<file path="config.mk">
export PLATFORM = sky130hd
export DESIGN_NAME = mshr_mem_issue
export DESIGN_NICKNAME = d
export VERILOG_FILES = /design/src/rtl/mshr_mem_issue.sv
export SDC_FILE = /design/constraint.sdc
export NUM_CORES = 1
export LEC_CHECK = 0
export CAP_MARGIN = 20
export CORE_AREA = 3 3 179 181
export CTS_CLUSTER_DIAMETER = 60
export CTS_CLUSTER_SIZE = 10
export DETAILED_ROUTE_END_ITERATION = 7
export DIE_AREA = 0 0 182 184
export PLACE_DENSITY_LB_ADDON = 0.12
export SYNTH_ARGS = -nofsm -noshare
export SYNTH_HDL_FRONTEND = slang
export SYNTH_SLANG_ARGS = --single-unit
</file>
<file path="constraint.sdc">
create_clock -name clk_i -period 1.7 [get_ports clk_i]
set_input_delay 0.425 -clock clk_i [delete_from_list [all_inputs] [get_ports clk_i]]
set_output_delay 0.425 -clock clk_i [all_outputs]
set_load 0.05 [all_outputs]
</file>
<file path="src/rtl/mshr_mem_issue.sv">
// mshr_mem_issue: pops one MSHR entry at a time and issues it to memory as a
// read or a write. It then waits for the response, reissuing the request on
// timeout. Finally it returns a fill/completion to the cache and frees the
// MSHR entry.
//
// Request handshake: mem_req_valid_o is raised in REQ and stays high, with
// we/addr/data stable, until the cycle in which mem_req_ready_i is also high.
// The transfer happens on that rising clock edge. No other condition
// withdraws valid, except enable_i=0, which masks every strobe.
module mshr_mem_issue #(
  parameter int ADDR_BITS     = 20,
  parameter int DATA_BITS     = 90,
  parameter int MSHR_TAG_BITS = 3,
  parameter int CPU_ID_BITS   = 2,
  parameter int ASSOC_BITS    = 2,
  parameter int TIMEOUT_BITS  = 8
) (
  input  logic                     clk_i,
  input  logic                     rst_ni,
  input  logic                     enable_i,
  // MSHR read-next port
  input  logic                     rn_valid_i,
  input  logic [ADDR_BITS-1:0]     rn_addr_i,
  input  logic [DATA_BITS-1:0]     rn_data_i,
  input  logic                     rn_rw_i,
  input  logic                     rn_dirty_i,
  input  logic [CPU_ID_BITS-1:0]   rn_cpu_id_i,
  input  logic [ASSOC_BITS-1:0]    rn_victim_i,
  input  logic [MSHR_TAG_BITS-1:0] rn_mshr_id_i,
  output logic                     read_next_o,
  // MSHR delete port
  output logic                     del_o,
  output logic [MSHR_TAG_BITS-1:0] del_tag_o,
  // memory request / response
  output logic                     mem_req_valid_o,
  input  logic                     mem_req_ready_i,
  output logic                     mem_req_we_o,
  output logic [ADDR_BITS-1:0]     mem_req_addr_o,
  output logic [DATA_BITS-1:0]     mem_req_data_o,
  input  logic                     mem_resp_valid_i,
  input  logic [DATA_BITS-1:0]     mem_resp_data_i,
  // fill / completion to the cache
  output logic                     fill_valid_o,
  output logic [ADDR_BITS-1:0]     fill_addr_o,
  output logic [DATA_BITS-1:0]     fill_data_o,
  output logic                     fill_rw_o,
  output logic                     fill_dirty_o,
  output logic [CPU_ID_BITS-1:0]   fill_cpu_id_o,
  output logic [ASSOC_BITS-1:0]    fill_victim_o,
  output logic [MSHR_TAG_BITS-1:0] fill_mshr_id_o,
  // status and debug
  output logic                     timeout_err_o,
  output logic [7:0]               retry_count_o,
  output logic [1:0]               state_o
);

  typedef enum logic [1:0] {
    IDLE = 2'd0,
    REQ  = 2'd1,
    WAIT = 2'd2,
    FILL = 2'd3
  } state_e;

  state_e                    state_q, state_d;
  logic [TIMEOUT_BITS-1:0]   wait_cnt_q, wait_cnt_d;

  // holding registers for the single in-flight entry
  logic [ADDR_BITS-1:0]      h_addr_q;
  logic [DATA_BITS-1:0]      h_data_q;
  logic                      h_rw_q;
  logic                      h_dirty_q;
  logic [CPU_ID_BITS-1:0]    h_cpu_id_q;
  logic [ASSOC_BITS-1:0]     h_victim_q;
  logic [MSHR_TAG_BITS-1:0]  h_mshr_id_q;
  logic [DATA_BITS-1:0]      resp_data_q;

  logic                      timeout_err_q;
  logic [7:0]                retry_cnt_q;

  // decoded per-cycle actions
  logic                      pop;
  logic                      req_valid;
  logic                      fill_valid;
  logic                      resp_take;
  logic                      timeout_hit;

  // Next-state and strobe decode. enable_i=0 leaves every action low, so the
  // state and all registers hold their values.
  always_comb begin
    state_d     = state_q;
    wait_cnt_d  = wait_cnt_q;
    pop         = 1'b0;
    req_valid   = 1'b0;
    fill_valid  = 1'b0;
    resp_take   = 1'b0;
    timeout_hit = 1'b0;
    if (enable_i) begin
      unique case (state_q)
        IDLE: begin
          if (rn_valid_i) begin
            pop     = 1'b1;
            state_d = REQ;
          end
        end
        REQ: begin
          req_valid = 1'b1;
          if (mem_req_ready_i) begin
            state_d    = WAIT;
            wait_cnt_d = '0;
          end
        end
        WAIT: begin
          if (mem_resp_valid_i) begin
            resp_take = 1'b1;
            state_d   = FILL;
          end else if (wait_cnt_q == '1) begin
            // Give up on this attempt and resend the identical request.
            timeout_hit = 1'b1;
            state_d     = REQ;
          end else begin
            wait_cnt_d = wait_cnt_q + TIMEOUT_BITS'(1);
          end
        end
        FILL: begin
          fill_valid = 1'b1;
          state_d    = IDLE;
        end
        default: state_d = IDLE;
      endcase
    end
  end

  // State register and response-wait counter.
  always_ff @(posedge clk_i or negedge rst_ni) begin
    if (!rst_ni) begin
      state_q    <= IDLE;
      wait_cnt_q <= '0;
    end else begin
      state_q    <= state_d;
      wait_cnt_q <= wait_cnt_d;
    end
  end

  // Capture the MSHR head on pop, and capture read data when the response arrives.
  always_ff @(posedge clk_i or negedge rst_ni) begin
    if (!rst_ni) begin
      h_addr_q    <= '0;
      h_data_q    <= '0;
      h_rw_q      <= 1'b0;
      h_dirty_q   <= 1'b0;
      h_cpu_id_q  <= '0;
      h_victim_q  <= '0;
      h_mshr_id_q <= '0;
      resp_data_q <= '0;
    end else begin
      if (pop) begin
        h_addr_q    <= rn_addr_i;
        h_data_q    <= rn_data_i;
        h_rw_q      <= rn_rw_i;
        h_dirty_q   <= rn_dirty_i;
        h_cpu_id_q  <= rn_cpu_id_i;
        h_victim_q  <= rn_victim_i;
        h_mshr_id_q <= rn_mshr_id_i;
      end
      if (resp_take && !h_rw_q) begin
        resp_data_q <= mem_resp_data_i;
      end
    end
  end

  // Sticky timeout flag and saturating retry counter.
  always_ff @(posedge clk_i or negedge rst_ni) begin
    if (!rst_ni) begin
      timeout_err_q <= 1'b0;
      retry_cnt_q   <= '0;
    end else if (timeout_hit) begin
      timeout_err_q <= 1'b1;
      if (retry_cnt_q != 8'hFF) begin
        retry_cnt_q <= retry_cnt_q + 8'd1;
      end
    end
  end

  // Strobes are driven from decoded state. Request and fill fields come
  // straight from the holding registers, so they stay stable while valid is high.
  assign read_next_o     = pop;
  assign mem_req_valid_o = req_valid;
  assign mem_req_we_o    = h_rw_q;
  assign mem_req_addr_o  = h_addr_q;
  assign mem_req_data_o  = h_rw_q ? h_data_q : '0;

  assign fill_valid_o    = fill_valid;
  assign del_o           = fill_valid;
  assign del_tag_o       = h_mshr_id_q;
  assign fill_addr_o     = h_addr_q;
  assign fill_data_o     = h_rw_q ? h_data_q : resp_data_q;
  assign fill_rw_o       = h_rw_q;
  assign fill_dirty_o    = h_dirty_q;
  assign fill_cpu_id_o   = h_cpu_id_q;
  assign fill_victim_o   = h_victim_q;
  assign fill_mshr_id_o  = h_mshr_id_q;

  assign timeout_err_o   = timeout_err_q;
  assign retry_count_o   = retry_cnt_q;
  assign state_o         = state_q;

endmodule

</file>
==> results of run 1 <==
==> cell type report <==
type	count	share of cell area
Clock inverter	2	0.0004816
Sequential cell	228	0.2749
Inverter	3	0.0005418
Antenna cell	3	0.0003612
Multi-Input combinational cell	472	0.2692
Timing Repair Buffer	592	0.3968
Tap cell	396	0.02384
Clock buffer	32	0.03390
==> layout by cell type (no fill, tap or decap), types with 17 or more instances in the layout <==
cell type,count
and2_4,89
buf_12,170
buf_16,25
buf_4,70
buf_6,86
buf_8,17
clkbuf_16,35
clkdlybuf4s50_1,212
dfrtp_1,224
mux2_2,83
mux2_4,220
==> worst reg2reg max path, cell delays in order (launching register included) <==
cell and delay [ns]:
dfrtp_2 0.41, buf_6 0.12, and2b_2 0.22, nand2_2 0.07, nor3_4 0.22, buf_6 0.14
buf_12 0.15, buf_12 0.12, buf_16 0.12, mux2_4 0.30
==> power groups by stage <==
stage	clock [uW]	combinational [uW]	sequential (uW)
after floorplan	0	20500	10700
after global placement	0	32300	9940
after detailed placement	0	32500	10100
after CTS	5120	36900	10000
after global routing	5330	38800	10400
final	4980	37600	10100
==> logic make-up (layout without fill, tap and decap cells) <==
kind of cell | after synthesis | after routing | synth area share
AOI/OAI and AO/OA | 24 | 24 | 0.01477
muxes | 307 | 307 | 0.3261
xor gates and xnor gates | 3 | 3 | 0.002482
DFF | 228 | 228 | 0.5388
adders and majority gates | 2 | 2 | 0.002363
buffers and inverters | 74 | 629 | 0.03817
other | 0 | 3 | 0
and+or+nand+nor | 136 | 136 | 0.07728
==> state kept, by name, indices dropped and copies added (netlist names) <==
signal / flops
del_tag_o: 3
fill_addr_o: 20
wait_cnt_q: 8
fill_victim_o: 2
h_data_q: 90
state_o: 2
fill_rw_o: 1
resp_data_q: 90
fill_dirty_o: 1
fill_cpu_id_o: 2
retry_count_o: 8
timeout_err_o: 1
==> synth_stat cells <==
cell type,instances
mux2_2,283
dfrtp_1,228
and2_1,91
buf_4,26
buf_2,22
clkbuf_1,22
mux2_1,21
nand2_1,13
a31oi_1,10
nand4_1,6
nor2_1,6
nand2b_1,5
nand3_1,4
o21ai_0,4
a21oi_1,3
inv_1,3
mux2i_1,3
a311oi_1,2
and3_1,2
and4_1,2
ha_1,2
xnor2_1,2
a21o_1,1
a41o_1,1
a41oi_1,1
and2b_1,1
and4bb_1,1
clkbuf_2,1
nor3_1,1
nor3_2,1
nor3b_1,1
nor4_1,1
o22ai_1,1
o2bb2ai_1,1
or4b_1,1
xor2_1,1
==> worst paths after layout <==
| kind | to | startpoint | slack (ns) | cells past startpoint |
|---|---|---|---|---|
| worst min register to register | timeout_err_o | timeout_err_o | 0.48 | 1 |
| worst min-delay path | del_tag_o[2] | rst_ni | 0.36 | 2 |
| min in group clk_i | timeout_err_o | timeout_err_o | 0.48 | 1 |
| worst max-delay path | fill_data_o[1] | fill_rw_o | -0.63 | 4 |
| max in group asynchronous | resp_data_q[47] | rst_ni | 0.75 | 3 |
| worst max register to register | resp_data_q[29] | state_o[0] | -0.28 | 9 |
==> stage by stage <==
step                utilization  hold WS (ns)  setup WS, ns  cells  setup TNS, ns
floorplan                     -        0.1294       -0.2104    774         -48.45
global placement         0.5817        0.3114       -0.5042   1617        -107.24
detailed placement       0.5817        0.3172       -0.5821   1617        -117.10
CTS                      0.6612        0.3620       -0.6478   1713        -120.44
global route             0.6794        0.3796       -0.6644   1728        -145.61
finish                   0.6794        0.3593       -0.6283   1728        -128.43
==> per-layer routing <==
layer  global-route usage  wire [um]
met1               0.2653      15590
met4              0.04966        913
met3              0.06015       2604
met5                    0         12
met2               0.3821      19690
==> timing repair <==
| action | 4_1_cts | 5_1_grt |
|---|---|---|
| resized for setup | 167 | 122 |
| endpoints found under the setup margin | 275 | 358 |
| buffers inserted | 34 | 17 |
| gates cloned | 29 | 8 |
| hold buffers | 1 | 0 |
| hold endpoints to repair | 23 | 0 |
| pin swaps | 7 | 7 |
==> results.sh, run 1 <==
export IMPL_status="complete, but fails checks"
export IMPL_violations="setup timing"
export IMPL_via_per_inst=4.894
export IMPL_power_static_leakage_uw=0.009417
export IMPL_synth_fp_nets=991
export IMPL_irDropWorstVdd_mv=1.400
export IMPL_gr_total_overflow=0
export IMPL_fp_dieArea_sq_mm=0.03349
export IMPL_period_needed_ns=2.328
export IMPL_swShare=0.4332
export IMPL_relSlewSlack=0.7889
export IMPL_path_clk_slew_ns=0.06
export IMPL_yosys_top_cells_area="dfrtp_1, mux2_2, and2_1"
export IMPL_grt_pass1_wl_mm=56.37
export IMPL_intPower_uw=29850
export IMPL_required_ns=1.27
export IMPL_synth_top_cell_by_area="dfrtp_1"
export IMPL_drv_slew=0
export IMPL_via_count=8457
export IMPL_grt_pass1_vias=9015
export IMPL_clock_latency_ns=0.53
export IMPL_worst_path_buf_inv=3
export IMPL_start_util=0.3462
export IMPL_critPathMaxFanout=7
export IMPL_switchingPower_uw=22810
export IMPL_drt_first_pass_iters=4
export IMPL_power_frac_seq=0.191
export IMPL_endpoint_kind="output port"
export IMPL_p_clk_frac=0.095
export IMPL_multi_input_area_sq_mm=0.005594
export IMPL_syn_to_final_growth_pct=96.27
export IMPL_wire_per_inst_um=22.46
export IMPL_clock_skew_ns=0.01143
export IMPL_htreeDepth=1
export IMPL_slowest_delay_ns=0.55
export IMPL_post_dp_hpwl_mm=24.96
export IMPL_nNetsFinal=1541
export IMPL_regArea_sq_mm=0.005713
export IMPL_synth_avg_cell_area_sq_um=13.68
export IMPL_hp_class="primary input to asynchronous set/reset pin"
export IMPL_ant_nets=0
export IMPL_drt_total_wl_mm=38.81
export IMPL_antenna_found_initial=4
export IMPL_synth_top_area_share=0.5388
export IMPL_crit_chain="buf_12, clkbuf_16, mux2_4, buf_6"
export IMPL_rows=64
export IMPL_remaining_drc_errors=0
export IMPL_die_x_um=182
export IMPL_ys_seq_area_frac=0.5388
export IMPL_combPwrFrac=0.714
export IMPL_grt_max_degree=49
export IMPL_maxCapViolations=0
export IMPL_num_fill_cells=2128
export IMPL_placed_cell_area_sq_mm=0.01779
export IMPL_cts_inserted_buffers=27
export IMPL_place_congestion=0.7959
export IMPL_yosysWarnings=0
export IMPL_synth_area_sq_mm=0.01059
export IMPL_cts_tree="done"
export IMPL_layout_setup_ws_ns=-0.6283
export IMPL_grt_util_all_layers=0.2168
export IMPL_fmax_ghz=0.4295
export IMPL_setup_viol_count_final=345
export IMPL_finalCritPeriodShare=1.370
export IMPL_power_total_uw=52670
export IMPL_hold_violations=0
export IMPL_crit_family="flip-flops"
export IMPL_rsz0062_at_grt="true"
export IMPL_syn_inst=774
export IMPL_arrival_ns=1.90
export IMPL_netlist_cell_type_count=36
export IMPL_clock_path_buffers=3
export IMPL_synth_seq_cells=228
export IMPL_criticalPathCategory="flip-flop to output port"
export IMPL_slowest_stage="dfrtp_4"
export IMPL_die_h_um=184
export IMPL_max_slew_worst_pin_slew_ns=0.3166
export IMPL_pwr_density_cell_mw_per_mm2=2534
export IMPL_port_buffers=462
export IMPL_core_sq_mm=0.03059
export IMPL_cp_start_kind="flip-flop"
export IMPL_drive_above_1_share=0.6155
export IMPL_cts_root_buf="clkbuf_16"
export IMPL_io_pins=463
export IMPL_stdcell_area_sq_mm=0.02078
export IMPL_clock_sinks=228
export IMPL_drtIter0Drc=310
Power figures use the tool's default switching activity.
==> inputs of run 2 (changes only) <==
Settings changed: SLEW_MARGIN from default to 30.
==> results of run 2 <==
The final DEF is identical to that of run 1; final timing and power are the same.
